## src/rtl/sha3_padding_unit_if.sv

```systemverilog
// Word-stream input and padded-block output bundle of the SHA3 padding front end.
// slave is the padding unit's view; master is the word source / permutation side.
interface sha3_padding_unit_if #(
  parameter int R_BLOCK_SIZE = 1152
);
  logic [63:0]             dataIn;
  logic                    dataValid;
  logic                    dataLast;
  logic [3:0]              dataBytes;
  logic                    dataReady;
  logic [0:R_BLOCK_SIZE-1] blockOut;
  logic                    blockValid;
  logic                    blockLast;
  logic                    permReady;

  modport slave (
    input  dataIn, dataValid, dataLast, dataBytes, permReady,
    output dataReady, blockOut, blockValid, blockLast
  );

  modport master (
    output dataIn, dataValid, dataLast, dataBytes, permReady,
    input  dataReady, blockOut, blockValid, blockLast
  );
endinterface

```

## src/rtl/sha3_padding_unit.sv

```systemverilog
// Packs 64-bit message words into one R-bit rate block, applies SHA3 domain padding
// (0x06 ... 0x80), and holds the block until the permutation stage takes it.
module sha3_padding_unit #(
  parameter int R_BLOCK_SIZE = 1152
) (
  input logic                i_clk,
  input logic                i_rstN,
  input logic                i_ce,
  sha3_padding_unit_if.slave bus
);
  localparam int NW = R_BLOCK_SIZE / 64;
  localparam int NB = R_BLOCK_SIZE / 8;
  localparam int CW = (NW > 1) ? $clog2(NW) : 1;

  typedef enum logic [1:0] {FILL, HOLD, EXTRA} state_t;

  state_t             r_state, w_stateNext;
  logic [CW-1:0]      r_cnt, w_cntNext;
  logic [NB-1:0][7:0] r_buf, w_bufNext;
  logic               r_lastFlag, w_lastNext;
  logic               r_extraPending, w_extraNext;
  logic               w_accept, w_transfer, w_finalSlot;
  logic [3:0]         w_bytes;
  logic [0:R_BLOCK_SIZE-1] w_blockOut;

  assign w_accept    = i_ce && bus.dataValid && (r_state == FILL);
  assign w_transfer  = i_ce && bus.permReady && (r_state != FILL);
  assign w_bytes     = (bus.dataBytes > 4'd8) ? 4'd8 : bus.dataBytes;
  assign w_finalSlot = (r_cnt == CW'(NW - 1));

  always_ff @(posedge i_clk) begin
    if (!i_rstN) begin
      r_state        <= FILL;
      r_cnt          <= '0;
      r_buf          <= '0;
      r_lastFlag     <= 1'b0;
      r_extraPending <= 1'b0;
    end else if (i_ce) begin
      r_state        <= w_stateNext;
      r_cnt          <= w_cntNext;
      r_buf          <= w_bufNext;
      r_lastFlag     <= w_lastNext;
      r_extraPending <= w_extraNext;
    end
  end

  always_comb begin
    w_stateNext = r_state;
    w_cntNext   = r_cnt;
    w_bufNext   = r_buf;
    w_lastNext  = r_lastFlag;
    w_extraNext = r_extraPending;
    case (r_state)
      FILL: begin
        if (w_accept) begin
          // Decoded per byte so the slot write needs no variable index into the buffer.
          for (int s = 0; s < NW; s++) begin
            for (int j = 0; j < 8; j++) begin
              if (s == int'(r_cnt)) begin
                if (!bus.dataLast || j < int'(w_bytes))
                  w_bufNext[s*8+j] = bus.dataIn[8*j +: 8];
                else if (j == int'(w_bytes))
                  w_bufNext[s*8+j] = 8'h06;
                else
                  w_bufNext[s*8+j] = 8'h00;
              end
              if (bus.dataLast && w_bytes == 4'd8 && !w_finalSlot &&
                  s == int'(r_cnt) + 1 && j == 0)
                w_bufNext[s*8+j] = 8'h06;
            end
          end
          if (!bus.dataLast) begin
            if (w_finalSlot) begin
              w_stateNext = HOLD;
              w_lastNext  = 1'b0;
            end else begin
              w_cntNext = r_cnt + CW'(1);
            end
          end else if (w_bytes != 4'd8 || !w_finalSlot) begin
            // OR rather than overwrite so a 0x06 already in the last byte becomes 0x86.
            w_bufNext[NB-1] = w_bufNext[NB-1] | 8'h80;
            w_stateNext     = HOLD;
            w_lastNext      = 1'b1;
          end else begin
            w_stateNext = HOLD;
            w_lastNext  = 1'b0;
            w_extraNext = 1'b1;
          end
        end
      end
      HOLD: begin
        if (w_transfer) begin
          w_bufNext = '0;
          w_cntNext = '0;
          if (r_extraPending) begin
            w_bufNext[0]    = 8'h06;
            w_bufNext[NB-1] = 8'h80;
            w_stateNext     = EXTRA;
            w_lastNext      = 1'b1;
          end else begin
            w_stateNext = FILL;
            w_lastNext  = 1'b0;
          end
        end
      end
      EXTRA: begin
        if (w_transfer) begin
          w_bufNext   = '0;
          w_cntNext   = '0;
          w_stateNext = FILL;
          w_lastNext  = 1'b0;
          w_extraNext = 1'b0;
        end
      end
      default: w_stateNext = FILL;
    endcase
  end

  always_comb begin
    w_blockOut = '0;
    for (int b = 0; b < NB; b++)
      w_blockOut[8*b +: 8] = r_buf[b];
  end

  assign bus.blockOut   = w_blockOut;
  assign bus.blockValid = (r_state != FILL);
  assign bus.blockLast  = r_lastFlag;
  assign bus.dataReady  = (r_state == FILL);
endmodule
```

## src/flat_wrapper.sv

```systemverilog
// flat-port wrapper written by rule: the top's interface ports become plain ports
module sha3_padding_unit_flat 
#(
  parameter int R_BLOCK_SIZE = 1152
)
  (i_clk, i_rstN, i_ce, bus_dataIn, bus_dataValid, bus_dataLast, bus_dataBytes, bus_permReady, bus_dataReady, bus_blockOut, bus_blockValid, bus_blockLast);
  sha3_padding_unit_if #(.R_BLOCK_SIZE(R_BLOCK_SIZE)) bus_i ();
  input logic i_clk;
  input logic i_rstN;
  input logic i_ce;
  input wire logic [$bits(bus_i.dataIn)-1:0] bus_dataIn;
  input wire logic [$bits(bus_i.dataValid)-1:0] bus_dataValid;
  input wire logic [$bits(bus_i.dataLast)-1:0] bus_dataLast;
  input wire logic [$bits(bus_i.dataBytes)-1:0] bus_dataBytes;
  input wire logic [$bits(bus_i.permReady)-1:0] bus_permReady;
  output wire logic [$bits(bus_i.dataReady)-1:0] bus_dataReady;
  output wire logic [$bits(bus_i.blockOut)-1:0] bus_blockOut;
  output wire logic [$bits(bus_i.blockValid)-1:0] bus_blockValid;
  output wire logic [$bits(bus_i.blockLast)-1:0] bus_blockLast;
  assign bus_i.dataIn = bus_dataIn;
  assign bus_i.dataValid = bus_dataValid;
  assign bus_i.dataLast = bus_dataLast;
  assign bus_i.dataBytes = bus_dataBytes;
  assign bus_i.permReady = bus_permReady;
  assign bus_dataReady = bus_i.dataReady;
  assign bus_blockOut = bus_i.blockOut;
  assign bus_blockValid = bus_i.blockValid;
  assign bus_blockLast = bus_i.blockLast;
  sha3_padding_unit #(.R_BLOCK_SIZE(R_BLOCK_SIZE)) u_core (.i_clk(i_clk), .i_rstN(i_rstN), .i_ce(i_ce), .bus(bus_i));
endmodule
```

## config.mk

```make
export PLATFORM = sky130hd
export DESIGN_NAME = sha3_padding_unit_flat
export DESIGN_NICKNAME = d
export VERILOG_FILES = /design/src/rtl/sha3_padding_unit_if.sv /design/src/rtl/sha3_padding_unit.sv /design/src/flat_wrapper.sv
export SDC_FILE = /design/constraint.sdc
export NUM_CORES = 2
export LEC_CHECK = 0
export ABC_AREA = 1
export CORE_AREA = 2 2 472 474
export CTS_CLUSTER_DIAMETER = 200
export CTS_CLUSTER_SIZE = 24
export DETAILED_ROUTE_END_ITERATION = 16
export DIE_AREA = 0 0 474 476
export PLACE_DENSITY_LB_ADDON = 0.15
export SLEW_MARGIN = 10
export SYNTH_ARGS = -nofsm -noshare
export SYNTH_HDL_FRONTEND = slang
export SYNTH_SLANG_ARGS = --single-unit
```

## constraint.sdc

```tcl
create_clock -name i_clk -period 3.1 [get_ports i_clk]
set_input_delay 0.93 -clock i_clk [delete_from_list [all_inputs] [get_ports i_clk]]
set_output_delay 0.93 -clock i_clk [all_outputs]
set_load 0.1 [all_outputs]
```

==> results by group <==
Outcome
  – Outcome: finished, final reports clean

Logic synthesis
  – Mux share of post-synthesis cell area: 0%
  – Sequential-to-total area share from yosys stat: between 50% and 60%
  – Area leader, netlist: dfxtp_1
  – Adder-cell area share of the yosys netlist: 0.312%
  – Ys async rst share: 0%
  – Post-synthesis compound-gate area fraction: 25.4%
  – Syn. warnings: 0
  – Avg Cell Area, Syn: around 8.6 µm²
  – Top FF cell, synth: dfxtp_1
  – Syn_nets: approximately 4800
  – Synthesized area: 40200 µm²
  – #FFs+latches synth: between 1000 and 1500
  – Distinct cells, synth: 35
  – Mapped Cells: 4682
  – Post-synth EDFFs: 0
  – Main combinational cell family by area after synthesis: compound AO/OA/AOI/OAI gates
  – Post-Synth XOR/XNOR Area: 0.0623%
  – Ranking of synthesized cells by area: dfxtp_1, a21oi_1, o21ai_0
  – Yosys top cell area share: ~58%
  – Synth Area in Simple Gates: a little over 10%

Timing
  – Final Skew: ~0.03 ns
  – Final worst-path setup slack: around 0.16 ns
  – FMAX: ~0.34 GHz
  – Crit path time final: between 2 and 3 ns
  – RSZ-0062 raised after global routing: false
  – Rel. slew slack: about a third
  – Final period utilization: 94.7%
  – Slew at the pin with the worst max-slew slack: between 1 and 1.5 ns
  – Slew Limit Fails: 0
  – # setup viols final: 0
  – Hold_ws: about 0.47 ns
  – Final Hold Vio Count: 0

Clock network
  – H-tree levels: 2
  – Clock-pin slew on the worst setup and hold paths: 0.13 ns
  – Clk buf depth: 3
  – Worst-Skew Late Latency: approximately 0.75 ns
  – CTS buffer count: between 50 and 60
  – Root buf cell: clkbuf_16
  – # hold bufs at CTS: 0
  – # Post-CTS Setup Buffers: 0
  – Post-cts gate resize count: 0
  – # clock sinks: 1161
  – TritonCTS clock tree: done

Power
  – Pwr per Cell Area: between 600 and 700 nW/µm²
  – Pleak: around 25 nW
  – Power Total: between 30 and 40 mW
  – Maximum vdd drop: between 400 and 500 µV

GRT
  – GRT Overall Usage: 21.8%
  – First-pass GRT wire length: around 340 mm
  – Vias in the first global route: roughly 37000
  – Grt total ovfl: 0
  – Largest net degree at the start of global routing: 150
  – Initial antenna violation count: 43

Critical path
  – R2R Setup Slk: about 0.45 ns
  – Crit-path max FO: 17
  – Setup crit start: u_core.r_state[0]
  – RR Endpoint: u_core.bus.blockOut[488]
  – Critical Path RT: ~2.2 ns
  – WP data arrival: about 2 ns
  – Worst Setup EP: bus_blockValid
  – Reg2reg path depth: 9
  – Crit start category: flip-flop
  – Crit path kind: reg -> out
  – FF-to-FF Start: u_core.r_state[0]
  – CP endpoint kind: output pin

Die
  – Die H: 476 µm
  – CORE AREA: roughly 220000 µm²
  – Die W: approximately 470 µm
  – Die area: 226000 µm²
  – Row cnt: around 170
  – Io pins: 1229
  – Initial Utilization: between 10% and 20%

Route
  – Drt total wl: between 200 and 300 mm
  – DR WL/cell: roughly 29 µm
  – Initial DRC Count: between 2000 and 3000
  – First-pass iteration count of the detailed router: 5
  – Vias per std cell: between 4 and 5
  – Via count: roughly 39000
  – Drt drc: 0
  – Post-DRT Antenna Nets: 0

Final layout
  – Layout cell share with drive strength beyond 1: 29.4%
  – Layout fillers: about 24000
  – Most frequent cells in the layout: buf_4, dfxtp_1, a21oi_1
  – Area of the multi-input gates: roughly 15000 µm²
  – Register area: between 20000 and 25000 µm²
  – Final Net Count: 6028
  – Most common cell after layout, fill and taps aside: buf_4
  – Final Cell Area: approximately 58000 µm²
  – Area Overhead vs Synth: 45.0%

Place
  – GP Congestion: 0.857
  – I/O Buffers: approximately 1200
  – Area post-placement: ~57000 µm²
  – Detail Placement HPWL: about 190 mm
  – Dpl ws: -0.557 ns

Worst hold path
  – Hold path depth: 2
  – Worst Hold Class: reg -> reg

Flow run
  – Max-cap violations: 0
-- worst max-delay path, stage by stage (launching register included) --
cell and delay [ns]:
dfxtp_1 0.39, inv_1 0.09, ha_1 0.27, inv_4 0.07, buf_4 0.24, buf_12 0.21
-- Yosys cell counts, types with 4 or more instances --
master and count:
nor2_1 334, inv_1 107, nand3_1 137, nand2_2 9, nor2_2 9, nand3_2 5
clkinv_1 28, nor2_4 7, clkbuf_1 215, o21ai_1 7, a21oi_1 999, nand2_1 447
dfxtp_1 1161, nand4_4 5, inv_2 17, nand4_2 5, buf_2 184, buf_4 13
buf_1 11, ha_1 10, buf_6 4, o21ai_2 5, a211oi_1 123, o21ai_0 824
-- state kept, by name, summed over array words and instances, names as in the netlist --
name and cells:
u_core.r_state 2, u_core.bus.blockOut 1152, u_core.bus.blockLast 1, u_core.r_extraPending 1, u_core.r_cnt 5
-- per-stage QoR --
step           std cells  utilization, %  setup TNS (ns)
5_1_grt             8924            26.3               0
4_1_cts             8923            26.3               0
6_report            8931            26.4               0
3_5_place_dp        8863            25.7         -191.35
3_3_place_gp        8863            25.7         -194.67
2_1_floorplan       4682               -               0
-- logic make-up (layout without fill, tap and decap cells) --
family / after synthesis / count (layout)
adder cells (fa/ha/maj): 10 / 10
buffers and inverters: 580 / 1846
XOR/XNOR: 2 / 2
other: 0 / 8
flip-flops: 1161 / 1161
AND/OR/NAND/NOR: 965 / 965
AO/OA/AOI/OAI: 1964 / 1964
-- cell type report --
cell class / count / area share [%]
Timing Repair Buffer: 1633 / 25.0
Inverter: 153 / 1.02
Sequential cell: 1161 / 39.9
Antenna cell: 8 / 0.0344
Clock buffer: 55 / 2.34
Multi-Input combinational cell: 2941 / 25.2
Clock inverter: 5 / 0.0945
Tap cell: 2975 / 6.39
-- power by group --
part	total [mW]	internal (mW)	switching (mW)
clock network	8.63	3.19	5.44
registers	16.4	15.8	0.543
logic	14.5	2.99	11.5
-- layer usage --
layer / vias up / track usage [%] / routed length (µm)
met3: 176 / 6.13 / 20200
met1: 18885 / 26.5 / 107000
met2: 1365 / 38.2 / 127000
met5: - / 0 / 106
li1: 18453 / - / -
met4: 18 / 3.81 / 4510
-- how the worst min path moves through the flow --
stage	start	end	slack [ns]
6_report	u_core.bus.blockOut[718]	u_core.bus.blockOut[718]	0.47
3_3_place_gp	u_core.bus.blockOut[386]	u_core.bus.blockOut[386]	0.45
4_1_cts	u_core.bus.blockOut[760]	u_core.bus.blockOut[760]	0.47
5_1_grt	u_core.bus.blockOut[324]	u_core.bus.blockOut[324]	0.48
3_5_place_dp	u_core.bus.blockOut[386]	u_core.bus.blockOut[386]	0.46
2_1_floorplan	u_core.r_extraPending	u_core.r_extraPending	0.46
Note: power is estimated with default switching activity, not from simulation.
==> edit: new RTL, same settings <==
`R_BLOCK_SIZE` is set to 1152 in 3 places; all go to 576.
--- a/src/rtl/sha3_padding_unit_if.sv
+++ b/src/rtl/sha3_padding_unit_if.sv
@@ -1,7 +1,7 @@
 // Word-stream input and padded-block output bundle of the SHA3 padding front end.
 // slave is the padding unit's view; master is the word source / permutation side.
 interface sha3_padding_unit_if #(
-  parameter int R_BLOCK_SIZE = 1152
+  parameter int R_BLOCK_SIZE = 576
 );
   logic [63:0]             dataIn;
   logic                    dataValid;
--- a/src/rtl/sha3_padding_unit.sv
+++ b/src/rtl/sha3_padding_unit.sv
@@ -1,7 +1,7 @@
 // Packs 64-bit message words into one R-bit rate block, applies SHA3 domain padding
 // (0x06 ... 0x80), and holds the block until the permutation stage takes it.
 module sha3_padding_unit #(
-  parameter int R_BLOCK_SIZE = 1152
+  parameter int R_BLOCK_SIZE = 576
 ) (
   input logic                i_clk,
   input logic                i_rstN,
--- a/src/flat_wrapper.sv
+++ b/src/flat_wrapper.sv
@@ -1,7 +1,7 @@
 // flat-port wrapper written by rule: the top's interface ports become plain ports
 module sha3_padding_unit_flat 
 #(
-  parameter int R_BLOCK_SIZE = 1152
+  parameter int R_BLOCK_SIZE = 576
 )
   (i_clk, i_rstN, i_ce, bus_dataIn, bus_dataValid, bus_dataLast, bus_dataBytes, bus_permReady, bus_dataReady, bus_blockOut, bus_blockValid, bus_blockLast);
   sha3_padding_unit_if #(.R_BLOCK_SIZE(R_BLOCK_SIZE)) bus_i ();
Interface: changed (resized bus_blockOut); port bits go from 1229 to 653. No check against the original RTL was run, so the function may have changed too.
==> edit against the original RTL <==
  * Setup slack worse by 0.039 ns
  * Final cell count is 29% lower
  * Clock power is 41% lower
  * Critical endpoint unchanged
  * Total power is 48% lower
  * Fmax is 1.3% lower
  * Final area is 44% lower
  * Synthesized area is 48% lower
  * Sequential cell count is 577 lower
  * Global-route usage is 9.0 points lower
  * Routed wire length is 42% lower
==> edit: results (changes against the original RTL) <==
Run status
  – Run status: complete, no violations

Detailed routing
  – Met3 WL: 12,200 um (-40%)
  – Routed vias/inst: 3.30 (-24%)
  – Per-cell routed wire length: 23.8 um (-18%)
  – Initial DRC count: 1,318 (-54%)
  – Routed via count: 20,800 (-47%)

Critical path
  – Crit-path max cell delay: 0.37 ns (-0.02 ns)
  – CP Max Fanout: 5 (-12)
  – R2r worst-path depth: 11 (+2)
  – R2R Path Start: u_core.r_cnt[0]
  – Flop2flop setup slack: 0.56 ns (+0.11 ns)
  – Reg-to-Reg End: u_core.bus.blockOut[517]

STA
  – Worst hold margin: 0.470 ns (-0.000449 ns)
  – Final clock skew: 0.0246 ns (-0.00542 ns)
  – Final Cycle Share: 0.960 (+0.0124)

Final layout
  – Largest register FFs: 576 (-50%)
  – Area grow syn2layout: 56.6%
  – #MultiIn Comb: 1,694 (-42%)
  – Filler Cell Count: 25,200 (+5.5%)
  – Logic inverters: 112 (-27%)
  – Final net count: 3,383 (-44%)
  – Fraction of area in multi-input gates: 0.244 (-0.00842)
  – Clk tree area frac: 0.0270 (+0.00260)
  – Non-clk buf share: 0.243 (-0.00676)
  – Register Area: 0.0117 mm2 (-50%)
  – Sequential portion of the cell area: 0.357 (-0.0420)
  – Non-clock buffers: 875 (-46%)

Placement
  – DP HPWL: 113,000 um (-41%)
  – Post-Place Worst Slack: -0.0409 ns (+0.516 ns)
  – RePlAce Congestion: 0.758 (-12%)
  – Post-Place Cells: 6,240 (-30%)
  – DP Area: 0.0318 mm2 (-44%)

Synth
  – Ranking of synthesized cells by area: dfxtp_1 56%, a21oi_1 14%, nand2_1 8.9%
  – Avg Synthesized Cell Area: 8.11 um2 (-5.4%)
  – Commonest cells post-synth: 584 x dfxtp_1, 567 x a21oi_1, 496 x nand2_1
  – Post-synthesis sequential area ratio: 0.559 (-0.0196)
  – Synth cell types: 27 (-23%)
  – Synthesized net count: 2,663 (-44%)

Clock network
  – CTS H-Tree Depth: 1 (-1)
  – Reg clk slew, reported paths: 0.11 ns (-0.02 ns)
  – TritonCTS Buffers: 30 (-44%)
  – Clock net sink count: 584 (-50%)

Power
  – Pleak: 13.0 nW (-47%)
  – Psw: 9.18 mW (-48%)
  – VDD IR max: 0.327 mV (-19%)
  – Seq pwr share: 0.396 (-0.018)

Global route
  – Number of global-route vias before repair: 20,400 (-45%)
  – GRT Total Usage: 0.127 (-0.0902)
  – Grt met2 use: 0.222 (-0.160)
  – First-pass GRT wire length: 195,000 um (-42%)

Hold path
  – Hold Startpoint: u_core.bus.blockOut[93]
  – Hold Path End: u_core.bus.blockOut[93]
edit: cell count changes in the layout (fill, tap and decap cells not counted), sizes merged, moves of 5 or more:
cell    before  now
o21ai      836  343
buf       1561  803
a21oi     1002  568
nand4       11    2
nand2      457  502
dfxtp     1161  584
clkbuf      55   32
nor2       350  110
a211oi     123    0
diode        8   20
nand3b       0    5
inv        142  105
edit: cell families (layout without fill, tap and decap cells):
logic type | after synthesis | in the layout | share of synthesized area
adders and majority gates | 12 | 12 | 0.00718
xor gates and xnor gates | 1 | 1 | 0.000778
and+or+nand+nor | 766 | 766 | 0.152
DFF | 584 | 584 | 0.559
other | 0 | 20 | 0
AOI/OAI and AO/OA | 915 | 915 | 0.220
buffers and inverters | 299 | 1028 | 0.0610
edit: power groups by stage:
stage                     registers [mW]  logic [mW]  clock network (mW)
final                               8.22        7.45                5.07
after global routing                8.27        7.83                5.60
after CTS                           8.22        7.67                5.47
after detailed placement            8.38        7.65                   0
after global placement              8.39        7.66                   0
after floorplan                     11.4        1.31                   0
